$ cat src/rtl/uart_pkg.sv
// Shared UART definitions: FSM encoding and frame-level constants.
// The receiver imports the same package.
package uart_pkg;

  typedef enum logic [1:0] {
    ST_IDLE  = 2'b00,
    ST_START = 2'b01,
    ST_DATA  = 2'b10,
    ST_STOP  = 2'b11
  } uart_state_e;

  localparam int   DEFAULT_OVERSAMPLE = 16;
  localparam int   DATA_BITS          = 8;
  localparam logic START_LEVEL        = 1'b0;
  localparam logic IDLE_LEVEL         = 1'b1;

endpackage

$ cat src/rtl/uart_tx_fifo_ctrl_if.sv
// Host byte-write port and serial-line status of the UART transmitter.
interface uart_tx_fifo_ctrl_if;

  logic [7:0] parallel_in;
  logic       wr_en;
  logic       full;
  logic       serial_out;
  logic       busy;
  logic       done;
  logic       err;

  modport master (
    output parallel_in, wr_en,
    input  full, serial_out, busy, done, err
  );

  modport slave (
    input  parallel_in, wr_en,
    output full, serial_out, busy, done, err
  );

endinterface

$ cat src/rtl/uart_tx_fifo.sv
// Byte-wide synchronous FIFO feeding the UART transmitter.
// full/empty are registered; rd_data always shows the current head entry.
module uart_tx_fifo #(
  parameter int FIFO_DEPTH = 4
) (
  input  logic       clk,
  input  logic       reset,
  input  logic       push,
  input  logic       pop,
  input  logic [7:0] wr_data,
  output logic [7:0] rd_data,
  output logic       full,
  output logic       empty
);

  localparam int PTR_W = (FIFO_DEPTH > 1) ? $clog2(FIFO_DEPTH) : 1;
  localparam int CNT_W = $clog2(FIFO_DEPTH + 1);

  logic [7:0]       mem [FIFO_DEPTH];
  logic [PTR_W-1:0] wr_ptr_reg;
  logic [PTR_W-1:0] rd_ptr_reg;
  logic [CNT_W-1:0] count_reg;
  logic [CNT_W-1:0] count_next;
  logic             full_reg;
  logic             empty_reg;
  logic             push_ok;
  logic             pop_ok;

  // A write into a full FIFO is refused even if a pop frees a slot this cycle.
  assign push_ok = push && !full_reg;
  assign pop_ok  = pop && !empty_reg;

  always_comb begin
    count_next = count_reg;
    if (push_ok && !pop_ok) begin
      count_next = count_reg + CNT_W'(1);
    end else if (pop_ok && !push_ok) begin
      count_next = count_reg - CNT_W'(1);
    end
  end

  always_ff @(posedge clk) begin
    if (push_ok) begin
      mem[wr_ptr_reg] <= wr_data;
    end
  end

  always_ff @(posedge clk) begin
    if (reset) begin
      wr_ptr_reg <= '0;
      rd_ptr_reg <= '0;
      count_reg  <= '0;
      full_reg   <= 1'b0;
      empty_reg  <= 1'b1;
    end else begin
      if (push_ok) begin
        wr_ptr_reg <= wr_ptr_reg + PTR_W'(1);
      end
      if (pop_ok) begin
        rd_ptr_reg <= rd_ptr_reg + PTR_W'(1);
      end
      count_reg <= count_next;
      full_reg  <= (count_next == CNT_W'(FIFO_DEPTH));
      empty_reg <= (count_next == '0);
    end
  end

  assign rd_data = mem[rd_ptr_reg];
  assign full    = full_reg;
  assign empty   = empty_reg;

endmodule

$ cat src/rtl/uart_tx_fifo_ctrl.sv
// 8N1 UART transmitter with a write FIFO; frames leave back-to-back,
// each bit lasting OVERSAMPLE clocks.
module uart_tx_fifo_ctrl
  import uart_pkg::*;
#(
  parameter int OVERSAMPLE = DEFAULT_OVERSAMPLE,
  parameter int FIFO_DEPTH = 4,
  parameter int STOP_BITS  = 1
) (
  input  logic                 clk,
  input  logic                 reset,
  uart_tx_fifo_ctrl_if.slave   tx
);

  localparam int CW = (OVERSAMPLE * STOP_BITS > 1) ? $clog2(OVERSAMPLE * STOP_BITS) : 1;
  localparam logic [CW-1:0] BIT_LAST  = CW'(OVERSAMPLE - 1);
  localparam logic [CW-1:0] STOP_LAST = CW'(OVERSAMPLE * STOP_BITS - 1);
  localparam logic [2:0]    IDX_LAST  = 3'(DATA_BITS - 1);

  uart_state_e   state_reg;
  logic [CW-1:0] bit_cnt_reg;
  logic [2:0]    bit_idx_reg;
  logic [7:0]    shift_reg;
  logic          serial_reg;
  logic          busy_reg;
  logic          done_reg;
  logic          err_reg;

  logic [7:0]    fifo_rd_data;
  logic          fifo_full;
  logic          fifo_empty;
  logic          fifo_pop;
  logic          stop_end;

  uart_tx_fifo #(
    .FIFO_DEPTH (FIFO_DEPTH)
  ) u_fifo (
    .clk     (clk),
    .reset   (reset),
    .push    (tx.wr_en),
    .pop     (fifo_pop),
    .wr_data (tx.parallel_in),
    .rd_data (fifo_rd_data),
    .full    (fifo_full),
    .empty   (fifo_empty)
  );

  // The head is taken either from idle or on the last stop clock, which is
  // what makes consecutive frames abut with no idle gap.
  assign stop_end = (state_reg == ST_STOP) && (bit_cnt_reg == STOP_LAST);
  assign fifo_pop = !fifo_empty && ((state_reg == ST_IDLE) || stop_end);

  always_ff @(posedge clk) begin
    if (reset) begin
      err_reg <= 1'b0;
    end else if (tx.wr_en && fifo_full) begin
      err_reg <= 1'b1;
    end
  end

  always_ff @(posedge clk) begin
    if (reset) begin
      state_reg   <= ST_IDLE;
      bit_cnt_reg <= '0;
      bit_idx_reg <= '0;
      shift_reg   <= '0;
      serial_reg  <= IDLE_LEVEL;
      busy_reg    <= 1'b0;
      done_reg    <= 1'b0;
    end else begin
      done_reg <= 1'b0;
      case (state_reg)
        ST_IDLE: begin
          serial_reg <= IDLE_LEVEL;
          if (!fifo_empty) begin
            shift_reg   <= fifo_rd_data;
            bit_cnt_reg <= '0;
            bit_idx_reg <= '0;
            state_reg   <= ST_START;
            serial_reg  <= START_LEVEL;
            busy_reg    <= 1'b1;
          end
        end
        ST_START: begin
          if (bit_cnt_reg == BIT_LAST) begin
            bit_cnt_reg <= '0;
            state_reg   <= ST_DATA;
            serial_reg  <= shift_reg[0];
          end else begin
            bit_cnt_reg <= bit_cnt_reg + CW'(1);
          end
        end
        ST_DATA: begin
          if (bit_cnt_reg == BIT_LAST) begin
            bit_cnt_reg <= '0;
            if (bit_idx_reg == IDX_LAST) begin
              state_reg  <= ST_STOP;
              serial_reg <= IDLE_LEVEL;
            end else begin
              // Bit 0 of the shifter is always the bit on the line.
              bit_idx_reg <= bit_idx_reg + 3'd1;
              shift_reg   <= shift_reg >> 1;
              serial_reg  <= shift_reg[1];
            end
          end else begin
            bit_cnt_reg <= bit_cnt_reg + CW'(1);
          end
        end
        ST_STOP: begin
          if (stop_end) begin
            done_reg    <= 1'b1;
            bit_cnt_reg <= '0;
            if (!fifo_empty) begin
              shift_reg   <= fifo_rd_data;
              bit_idx_reg <= '0;
              state_reg   <= ST_START;
              serial_reg  <= START_LEVEL;
            end else begin
              state_reg <= ST_IDLE;
              busy_reg  <= 1'b0;
            end
          end else begin
            bit_cnt_reg <= bit_cnt_reg + CW'(1);
          end
        end
        default: begin
          state_reg  <= ST_IDLE;
          serial_reg <= IDLE_LEVEL;
          busy_reg   <= 1'b0;
        end
      endcase
    end
  end

  assign tx.full       = fifo_full;
  assign tx.serial_out = serial_reg;
  assign tx.busy       = busy_reg;
  assign tx.done       = done_reg;
  assign tx.err        = err_reg;

endmodule

$ cat src/flat_wrapper.sv
// flat-port wrapper written by rule: the top's interface ports become plain ports
module uart_tx_fifo_ctrl_flat import uart_pkg::*;
#(
  parameter int OVERSAMPLE = DEFAULT_OVERSAMPLE,
  parameter int FIFO_DEPTH = 4,
  parameter int STOP_BITS  = 1
)
  (clk, reset, tx_parallel_in, tx_wr_en, tx_full, tx_serial_out, tx_busy, tx_done, tx_err);
  uart_tx_fifo_ctrl_if tx_i ();
  input  logic clk;
  input  logic reset;
  input wire logic [$bits(tx_i.parallel_in)-1:0] tx_parallel_in;
  input wire logic [$bits(tx_i.wr_en)-1:0] tx_wr_en;
  output wire logic [$bits(tx_i.full)-1:0] tx_full;
  output wire logic [$bits(tx_i.serial_out)-1:0] tx_serial_out;
  output wire logic [$bits(tx_i.busy)-1:0] tx_busy;
  output wire logic [$bits(tx_i.done)-1:0] tx_done;
  output wire logic [$bits(tx_i.err)-1:0] tx_err;
  assign tx_i.parallel_in = tx_parallel_in;
  assign tx_i.wr_en = tx_wr_en;
  assign tx_full = tx_i.full;
  assign tx_serial_out = tx_i.serial_out;
  assign tx_busy = tx_i.busy;
  assign tx_done = tx_i.done;
  assign tx_err = tx_i.err;
  uart_tx_fifo_ctrl #(.OVERSAMPLE(OVERSAMPLE), .FIFO_DEPTH(FIFO_DEPTH), .STOP_BITS(STOP_BITS)) u_core (.clk(clk), .reset(reset), .tx(tx_i));
endmodule
$ cat config.mk
export PLATFORM = sky130hd
export DESIGN_NAME = uart_tx_fifo_ctrl_flat
export DESIGN_NICKNAME = d
export VERILOG_FILES = /design/src/rtl/uart_pkg.sv /design/src/rtl/uart_tx_fifo_ctrl_if.sv /design/src/rtl/uart_tx_fifo.sv /design/src/rtl/uart_tx_fifo_ctrl.sv /design/src/flat_wrapper.sv
export SDC_FILE = /design/constraint.sdc
export NUM_CORES = 1
export LEC_CHECK = 0
export CAP_MARGIN = 30
export CELL_PAD_IN_SITES_DETAIL_PLACEMENT = 2
export CELL_PAD_IN_SITES_GLOBAL_PLACEMENT = 2
export CORE_MARGIN = 2
export CORE_UTILIZATION = 44
export DETAILED_ROUTE_END_ITERATION = 16
export GPL_ROUTABILITY_DRIVEN = 0
export PLACE_DENSITY_LB_ADDON = 0.1
export SETUP_SLACK_MARGIN = 0.05
export SYNTH_ARGS = -nofsm -noshare
export SYNTH_HDL_FRONTEND = slang
export SYNTH_SLANG_ARGS = --single-unit
$ cat constraint.sdc
create_clock -name clk -period 3.7 [get_ports clk]
set_input_delay 0.74 -clock clk [delete_from_list [all_inputs] [get_ports clk]]
set_output_delay 0.74 -clock clk [all_outputs]
set_load 0.02 [all_outputs]
==> run_results.csv <==
group,metric,value,unit
route,via_per_inst,5.55,
setup_path,crit_path_end_kind,"register",
logic_synthesis,synth-seq-cells,64,
sta,slew_viol_final,0,
sta,period_minus_slack,2690,ps
layout,diodes,0,
run_status,status,"finished, final reports clean",
cts,root_buffer,"clkbuf_8",
logic_synthesis,synth.net_count,251,
grt,grtUsageTotal,20.0,%
setup_path,crit_start,"u_core.state_reg[0]",
sta,finClkSkew,5.95,ps
layout,largest_reg_flops,32,
sta,fmax,371,MHz
setup_path,rr_startpoint,"u_core.state_reg[0]",
flow_run,drv_cap,0,
logic_synthesis,yosys_warnings,0,
floorplan,core,6310,µm²
logic_synthesis,async_flop_share,0,%
logic_synthesis,synthTopCellsByArea,"edfxtp_1 (34%), dfxtp_1 (22%), ha_1 (6.6%), mux4_2 (6.3%), mux2i_1 (3.5%)",
sta,setup_viol,0,
route,wl_per_cell,19.7,µm
sta,fin_crit_sh,72.8,%
cts,clk_path_buf_depth,2,
floorplan,fp.dieArea,7140,µm²
setup_path,slowest_delay,670,ps
placed_design,port_buffers,15,
min_path,hold_class,"register to register",
sta,rsz0062_at_grt,"no",
layout,layout-drive-gt1-share,14.6,%
cts,clkTransAtPathRegs,80,ps
grt,grt_pass1_wl,11100,µm
cts,ctsResizeCount,0,
grt,antenna_found_initial,0,
layout,final_nets,268,
logic_synthesis,syn_area,2850,µm²
placed_design,place_worst_setup_slack,1060,ps
cts,post-cts-setup-buffers,0,
route,drt_iter0_drc,42,
route,postRouteAntennaNets,0,
floorplan,die_y,84.5,µm
sta,hold_violations,0,
logic_synthesis,synth_top_area_cell,"edfxtp_1",
setup_path,critPathLaunchType,"register",
setup_path,worstSetupPathType,"register to register",
pwr,p_leak,1.14,nW
cts,clock_latency,340,ps
sta,worst_pin_slew,745,ps
cts,htree_levels,3,
logic_synthesis,postSynthAreaPerCell,12.7,µm²
setup_path,worstPathCellList,"inv_1 > ha_1 > nor4b_2 > or2_1 > nor2_1 > a211oi_1",
logic_synthesis,synthCells,225,
cts,cts_hold_buf,0,
sta,holdWs,466,ps
setup_path,arrival,2940,ps
grt,overflow,0,
setup_path,critPathMaxFanout,15,
cts,numClockSinks,64,
logic_synthesis,synth_edf_count,32,
sta,setup_tns,0,ps
layout,syn2layout_area_growth,15.5,%
grt,grt_max_degree,22,
route,wirelength,6400,µm
setup_path,cp.required,3950,ps
floorplan,die_width,84.5,µm
sta,max-slew-margin-rel,50.3,%
route,first_pass_iters,6,
route,num_vias,1798,
logic_synthesis,synth_top_area_share,33.7,%
logic_synthesis,ys_types,43,
logic_synthesis,yosysSeqAreaShare,56.1,%
route,drc,0,
cts,cts_made_buffers,9,
grt,grt_pass1_vias,2132,
placed_design,dp_hpwl,4490,µm
logic_synthesis,synthTopCellsByCount,"dfxtp_1 (32), edfxtp_1 (32), nor2_1 (21), ha_1 (15), nand2_1 (13)",
setup_path,cp_slowest_cell,"ha_1",
min_path,hp-start,"u_core.bit_idx_reg[2]",
floorplan,io_pins,16,
floorplan,initial_core_util,45.2,%
pwr,peakVddDrop,0.312,mV
sta,setup_slack,1010,ps
logic_synthesis,ys.flop_type,"edfxtp_1",
cts,cts_tree,"done",
floorplan,rows,29,
pwr,p_per_area,763,nW/µm²
layout,final_util,52.2,%
-- kinds of logic (layout without fill, tap and decap cells) --
group           Yosys count  in the layout  synth area share [%]
compound gates           38             38                  10.4
fa+ha+maj                15             15                  6.58
flops                    64             64                  56.1
simple gates             63             63                  11.4
buf+inv                  20             42                  3.51
mux                      18             18                  9.82
xor+xnor                  7              7                  2.15
-- per-stage QoR --
| step | power, mW | instance area, µm² | instances |
|---|---|---|---|
| 2_1_floorplan | 1.65 | 2850 | 225 |
| 3_3_place_gp | 1.74 | 3040 | 307 |
| 3_5_place_dp | 1.84 | 3070 | 308 |
| 4_1_cts | 2.55 | 3290 | 324 |
| 5_1_grt | 2.69 | 3290 | 324 |
| 6_report | 2.51 | 3290 | 324 |
-- routing by layer --
metal  track usage, %  vias up  share of wire (%)
li1                 -      861                  -
met1             24.6      906                 44
met2             35.4       20                 53
met3             3.44       11                1.9
met4             7.36        0                1.5
met5                0        -                  0
-- where the power goes --
group / switching [mW] / leakage [nW] / internal [mW]
registers: 0.137 / 0.556 / 0.884
logic: 0.451 / 0.471 / 0.355
clock network: 0.301 / 0.110 / 0.386
-- final timing paths --
path	end	slack [ps]	depth (start not counted)
min	u_core.bit_idx_reg[2]	470	2
max	u_core.shift_reg[1]	1010	6
min reg2reg	u_core.bit_idx_reg[2]	470	2
max reg2reg	u_core.shift_reg[1]	1010	6
-- cell type report --
class | instances | area, µm²
clock buffer | 9 | 124
clock inverter | 7 | 103
fill | 609 | 3020
inverter | 9 | 33.8
multi-input combinational | 141 | 1150
sequential | 64 | 1600
tap | 77 | 96.3
timing repair buffer | 17 | 185
-- placed cells by master, fill, tap and decap left out, types with 4 or more instances in the layout --
cell,synthesis,layout
and2_1,4,4
ha_1,15,15
clkbuf_8,0,9
inv_1,9,9
o21ai_0,5,5
edfxtp_1,32,32
a211oi_1,8,8
dfxtp_1,32,32
xnor2_1,5,5
mux4_2,8,8
mux2i_1,10,10
a21oi_1,11,11
nand3_1,6,6
nor2_1,21,21
nand2_1,13,13
clkdlybuf4s50_1,0,15
-- critical path: cells and delay by family, from the launching register on --
family | cells | cell delay (ps)
and+or+nand+nor | 3 | 1140
DFF | 1 | 370
buffers and inverters | 1 | 160
AOI/OAI and AO/OA | 1 | 260
adders and majority gates | 1 | 670
Power figures use the tool's default switching activity.
